--- src/rtl/mc_datapath.sv ---
// Multicycle MIPS core: main-control FSM, IR/MDR/A/B/ALUOut and one shared req/ready memory port.
// Optional feature: define MC_DATAPATH_BNE_EN to decode bne (opcode 0x05) as an inverted-compare branch.
module mc_datapath #(
    parameter logic [31:0] RESET_PC           = 32'h0000_0000,
    parameter bit          REG_ZERO_HARDWIRED = 1'b1
) (
    input  logic        clk,
    input  logic        reset,
    output logic        mem_req,
    output logic        mem_we,
    output logic [31:0] mem_addr,
    output logic [31:0] mem_wdata,
    input  logic [31:0] mem_rdata,
    input  logic        mem_ready,
    output logic [31:0] pc,
    output logic        retire,
    output logic        illegal
);
    localparam int unsigned XLEN = 32;

    localparam logic [5:0] OP_RTYPE = 6'h00;
    localparam logic [5:0] OP_J     = 6'h02;
    localparam logic [5:0] OP_BEQ   = 6'h04;
`ifdef MC_DATAPATH_BNE_EN
    localparam logic [5:0] OP_BNE   = 6'h05;
`endif
    localparam logic [5:0] OP_ADDI  = 6'h08;
    localparam logic [5:0] OP_LW    = 6'h23;
    localparam logic [5:0] OP_SW    = 6'h2B;

    localparam logic [5:0] FN_ADD = 6'h20;
    localparam logic [5:0] FN_SUB = 6'h22;
    localparam logic [5:0] FN_AND = 6'h24;
    localparam logic [5:0] FN_OR  = 6'h25;
    localparam logic [5:0] FN_SLT = 6'h2A;

    typedef enum logic [3:0] {
        FETCH, DECODE, MEMADR, MEMRD, MEMWB, MEMWR,
        RTEXEC, RTWB, ADDIEX, ADDIWB, BRANCH, JUMP
    } state_t;

    state_t            state;
    logic [XLEN-1:0]   ir, mdr, a, b, aluout;
    logic [XLEN-1:0]   rf [32];

    logic [5:0]        op, funct;
    logic [4:0]        rs, rt, rd;
    logic [XLEN-1:0]   simm, jtarget;

    assign op      = ir[31:26];
    assign rs      = ir[25:21];
    assign rt      = ir[20:16];
    assign rd      = ir[15:11];
    assign funct   = ir[5:0];
    assign simm    = {{16{ir[15]}}, ir[15:0]};
    assign jtarget = {pc[31:28], ir[25:0], 2'b00};

    logic [XLEN-1:0] rs_val_c, rt_val_c;
    assign rs_val_c = (REG_ZERO_HARDWIRED && rs == 5'd0) ? '0 : rf[rs];
    assign rt_val_c = (REG_ZERO_HARDWIRED && rt == 5'd0) ? '0 : rf[rt];

    // R-type ALU, operating on the latched A/B operands
    logic [XLEN-1:0] alu_c;
    always_comb begin
        alu_c = a + b;
        case (funct)
            FN_SUB:  alu_c = a - b;
            FN_AND:  alu_c = a & b;
            FN_OR:   alu_c = a | b;
            FN_SLT:  alu_c = {31'd0, ($signed(a) < $signed(b))};
            default: alu_c = a + b;
        endcase
    end

    // Opcode/funct decode: next state after DECODE, or unsupported
    state_t dec_next_c;
    logic   dec_ok_c;
    always_comb begin
        dec_ok_c   = 1'b1;
        dec_next_c = FETCH;
        case (op)
            OP_LW, OP_SW: dec_next_c = MEMADR;
            OP_RTYPE: begin
                case (funct)
                    FN_ADD, FN_SUB, FN_AND, FN_OR, FN_SLT: dec_next_c = RTEXEC;
                    default: dec_ok_c = 1'b0;
                endcase
            end
            OP_ADDI: dec_next_c = ADDIEX;
            OP_BEQ:  dec_next_c = BRANCH;
`ifdef MC_DATAPATH_BNE_EN
            OP_BNE:  dec_next_c = BRANCH;
`endif
            OP_J:    dec_next_c = JUMP;
            default: dec_ok_c = 1'b0;
        endcase
    end

    logic taken_c;
`ifdef MC_DATAPATH_BNE_EN
    assign taken_c = (op == OP_BNE) ? (a != b) : (a == b);
`else
    assign taken_c = (a == b);
`endif

    // Register-file write port; only the writeback states write
    logic            rf_we_c;
    logic [4:0]      rf_waddr_c;
    logic [XLEN-1:0] rf_wdata_c;
    always_comb begin
        rf_we_c    = 1'b0;
        rf_waddr_c = rt;
        rf_wdata_c = aluout;
        case (state)
            MEMWB: begin
                rf_we_c    = 1'b1;
                rf_wdata_c = mdr;
            end
            RTWB: begin
                rf_we_c    = 1'b1;
                rf_waddr_c = rd;
            end
            ADDIWB:  rf_we_c = 1'b1;
            default: rf_we_c = 1'b0;
        endcase
        if (REG_ZERO_HARDWIRED && rf_waddr_c == 5'd0) rf_we_c = 1'b0;
    end

    always_ff @(posedge clk) begin
        if (rf_we_c) rf[rf_waddr_c] <= rf_wdata_c;
    end

    // Main control: every transition into FETCH launches the next instruction fetch
    always_ff @(posedge clk or negedge reset) begin
        if (!reset) begin
            state     <= FETCH;
            pc        <= RESET_PC;
            ir        <= '0;
            mdr       <= '0;
            a         <= '0;
            b         <= '0;
            aluout    <= '0;
            mem_req   <= 1'b0;
            mem_we    <= 1'b0;
            mem_addr  <= RESET_PC;
            mem_wdata <= '0;
            retire    <= 1'b0;
            illegal   <= 1'b0;
        end else begin
            retire <= 1'b0;
            case (state)
                FETCH: begin
                    if (mem_req && mem_ready) begin
                        ir      <= mem_rdata;
                        pc      <= pc + 32'd4;
                        mem_req <= 1'b0;
                        state   <= DECODE;
                    end else begin
                        mem_req  <= 1'b1;
                        mem_we   <= 1'b0;
                        mem_addr <= pc;
                    end
                end
                DECODE: begin
                    a      <= rs_val_c;
                    b      <= rt_val_c;
                    aluout <= pc + (simm << 2);
                    state  <= dec_next_c;
                    if (!dec_ok_c) begin
                        illegal  <= 1'b1;
                        retire   <= 1'b1;
                        mem_req  <= 1'b1;
                        mem_we   <= 1'b0;
                        mem_addr <= pc;
                    end
                end
                MEMADR: begin
                    aluout   <= a + simm;
                    mem_req  <= 1'b1;
                    mem_addr <= a + simm;
                    if (op == OP_LW) begin
                        mem_we <= 1'b0;
                        state  <= MEMRD;
                    end else begin
                        mem_we    <= 1'b1;
                        mem_wdata <= b;
                        state     <= MEMWR;
                    end
                end
                MEMRD: begin
                    if (mem_req && mem_ready) begin
                        mdr     <= mem_rdata;
                        mem_req <= 1'b0;
                        state   <= MEMWB;
                    end
                end
                MEMWR: begin
                    if (mem_req && mem_ready) begin
                        retire   <= 1'b1;
                        mem_we   <= 1'b0;
                        mem_addr <= pc;
                        state    <= FETCH;
                    end
                end
                RTEXEC: begin
                    aluout <= alu_c;
                    state  <= RTWB;
                end
                ADDIEX: begin
                    aluout <= a + simm;
                    state  <= ADDIWB;
                end
                MEMWB, RTWB, ADDIWB: begin
                    retire   <= 1'b1;
                    mem_req  <= 1'b1;
                    mem_we   <= 1'b0;
                    mem_addr <= pc;
                    state    <= FETCH;
                end
                BRANCH: begin
                    retire   <= 1'b1;
                    mem_req  <= 1'b1;
                    mem_we   <= 1'b0;
                    mem_addr <= taken_c ? aluout : pc;
                    if (taken_c) pc <= aluout;
                    state    <= FETCH;
                end
                JUMP: begin
                    retire   <= 1'b1;
                    mem_req  <= 1'b1;
                    mem_we   <= 1'b0;
                    mem_addr <= jtarget;
                    pc       <= jtarget;
                    state    <= FETCH;
                end
                default: state <= FETCH;
            endcase
        end
    end
endmodule

--- config.mk ---
export PLATFORM = sky130hd
export DESIGN_NAME = mc_datapath
export DESIGN_NICKNAME = d
export VERILOG_FILES = /design/src/rtl/mc_datapath.sv
export SDC_FILE = /design/constraint.sdc
export NUM_CORES = 2
export LEC_CHECK = 0
export ABC_CLOCK_PERIOD_IN_PS = 5900
export CAP_MARGIN = 0
export CORE_MARGIN = 2
export CORE_UTILIZATION = 35
export CTS_BUF_LIST = sky130_fd_sc_hd__clkbuf_4 sky130_fd_sc_hd__clkbuf_8 sky130_fd_sc_hd__clkbuf_16
export DETAILED_ROUTE_END_ITERATION = 8
export GPL_ROUTABILITY_DRIVEN = 0
export PLACE_DENSITY = 0.53
export SYNTH_ARGS = -nofsm -noshare
export SYNTH_HDL_FRONTEND = slang
export SYNTH_SLANG_ARGS = --single-unit
--- constraint.sdc ---
create_clock -name clk -period 5.9 [get_ports clk]
set_input_delay 0.885 -clock clk [delete_from_list [all_inputs] [get_ports clk]]
set_output_delay 0.885 -clock clk [all_outputs]
set_load 0.005 [all_outputs]
==> flow_summary.ini <==
[cells_and_area]
nFillCells = 17300
final_core_util = 0.404
finalNonFillerCells = 7164
final_common_cell = edfxtp_1
area_growth_pct = 14.6
drive_gt1_frac = 0.249
nets = 4726
final_cell_mix = 1024 x edfxtp_1, 640 x mux4_2, 340 x nand2_1, 253 x dfrtp_1, 218 x a21oi_1

[critical_path]
rr_worst_depth = 5
r2r_slack_ps = 1760
cp.required_ps = 6390
crit_cells = 5
cpPeakStageDelay_ps = 1040
cp_top_family = simple AND/OR/NAND/NOR gates
path_buf_inv = 1
worstSetupPathType = reg -> reg
critPathLaunch = state[3]$_DFFE_PN0P_
path_cells = nand2b_1, o32ai_1, nand2_1, nor2_4, buf_4
rr_endpoint = rf[21][13]$_DFFE_PP_
worst_ep_arrival_time_ps = 4630
crit_end = rf[21][13]$_DFFE_PP_
worstSetupStartpointType = flop
r2r_start = state[3]$_DFFE_PN0P_
path_max_fanout = 23
critPathCaptureType = flop
critPathSlowestCell = nor2_4

[sta]
setup_viol_count_final = 0
rsz0062_at_grt = no
max_freq_ghz = 0.242
worst_pin_slew_ps = 1210
fin_skew_ps = 43.0
drv_slew = 0
setup_slack_ps = 1760
finalHoldViolations = 0
relSlewSlack = 0.191
period_minus_slack_ps = 4140
final.period_utilization = 0.702
fin_setup_tns_ps = 0

[route]
vias_per_cell = 6.03
wl_per_cell_um = 31.8
drtIter0Drc = 4975
firstDrtPassIters = 9
ant_nets = 0
drcViolationCount = 0
vias = 43200
drt_wl_total_um = 228000

[logic_synthesis]
ys_types = 101
synth_edf_count = 1024
synth_ff_type = edfxtp_1
synth_area_per_cell_sq_um = 15.2
ys_seq_area_frac = 0.557
ys_async_sr_fraction = 0.205
netlist_instances = 4405
synth_area_sq_um = 67100
ys_warn_count = 0
ys_ff_latch = 1288

[die]
die_w_um = 442
coreArea_sq_um = 190000
die_area_sq_um = 195000
rows = 160
io_pins = 135
fp.dieH_um = 442
start_util = 0.352

[hold_path]
hold_class = in -> async

[clocking]
cts-htree-levels = 4
postCtsSetupBuffers = 0
clkLatencyLatePin_ps = 810
hold_buffers = 0
cts_tree = yes
cts_root_buf = clkbuf_16
cts_buffers = 144
clock_sinks = 1288
clkSlewWorstSetupHoldPaths_ps = 60
clockBufferDepth = 3
cts_resized = 0

[grt]
first_global_vias = 42900
grt_pass1_wl_um = 324000
grt_max_degree = 106
antenna_found_initial = 15
overflow = 0
grt_util_all_layers = 0.230

[run]
cap_violations = 0

[pwr]
ir_worst_vdd_uv = 246
leakagePower_nw = 23.1
cellPowerDensity_nw_per_um2 = 250

[placement]
io_buffers = 134
placedCellCount = 6895
dp_hpwl_um = 150000
dpl_worst_slack_ps = 1770

[status]
status = completed
-- registers in the layout (all words and copies together) (netlist names), 4 cells and up --
signal and count:
b 32, a 32, mdr 32, aluout 32, state 4, pc 32, mem_wdata 32, ir 32
rf 1024, mem_addr 32
-- layout make-up --
| class | count | area (sq um) | share of cell area |
|---|---|---|---|
| multi-input combinational | 2743 | 28500 | 0.370 |
| sequential | 1288 | 37400 | 0.486 |
| antenna | 7 | 17.5 | 0.000228 |
| clock buffer | 184 | 4010 | 0.0522 |
| tap | 2511 | 3140 | 0.0409 |
| inverter | 112 | 420 | 0.00547 |
| timing repair buffer | 241 | 2490 | 0.0323 |
| clock inverter | 78 | 932 | 0.0121 |
-- worst min path at each step --
stage,start,end,slack [ps],cells past startpoint
global route,reset,mem_addr[27]$_DFFE_PN0P_,200,1
finish,reset,pc[28]$_DFFE_PN0P_,120,1
global placement,mem_wdata[30]$_DFFE_PN0P_,mem_wdata[30]$_DFFE_PN0P_,460,2
CTS,reset,mem_addr[27]$_DFFE_PN0P_,150,1
floorplan,illegal$_DFFE_PN0P_,illegal$_DFFE_PN0P_,470,1
detailed placement,mem_wdata[29]$_DFFE_PN0P_,mem_wdata[29]$_DFFE_PN0P_,470,2
-- cell usage after synthesis, types with 23 or more instances --
cell      count  share of area
edfxtp_1   1024           0.46
mux4_2      640           0.21
nand2_1     341          0.019
dfrtp_1     264          0.098
a21oi_1     218          0.016
nor2_1      216          0.012
clkbuf_1    200          0.011
o21ai_0     168          0.013
ha_1        157          0.029
inv_1       108         0.0060
mux2i_1      96          0.014
o22ai_1      89         0.0083
mux2_2       72          0.012
buf_1        51         0.0029
nor3_1       50         0.0037
nand3_1      46         0.0034
o21ai_1      39         0.0029
xnor2_1      38         0.0050
a21o_1       36         0.0040
a211oi_1     31         0.0035
a31oi_1      30         0.0028
buf_2        24         0.0018
xor2_1       24         0.0031
a221oi_1     23         0.0030
o31ai_1      23         0.0026
-- stage by stage --
stage	hold slack, ps	power, mW	instance area (sq um)
finish	119	19.2	76900
global route	197	19.7	76900
CTS	155	19.4	76900
detailed placement	469	10.0	71900
global placement	464	10.0	71900
floorplan	468	9.91	67200
-- kinds of logic after synthesis --
logic type | synth area share
other | 0.0000559
AO/OA/AOI/OAI | 0.0824
flip-flops | 0.557
AND/OR/NAND/NOR | 0.0543
XOR/XNOR | 0.00809
buffers and inverters | 0.0251
adder cells (fa/ha/maj) | 0.0305
multiplexers | 0.243
-- report_power, final --
part | internal [mW] | switching (mW) | leakage, nW | total (mW)
registers | 9.70 | 0.00270 | 10.8 | 9.70
logic | 0.0372 | 0.0796 | 9.88 | 0.117
clock network | 5.47 | 3.94 | 2.44 | 9.42
-- routing by layer --
layer / vias to the layer above / wire, um / global-route usage
li1: 18100 / - / -
met1: 22800 / 94400 / 0.316
met2: 1900 / 109000 / 0.372
met3: 368 / 16700 / 0.0382
met4: 0 / 7980 / 0.0778
met5: - / 0 / 0
Note: power is estimated with default switching activity, not from simulation.
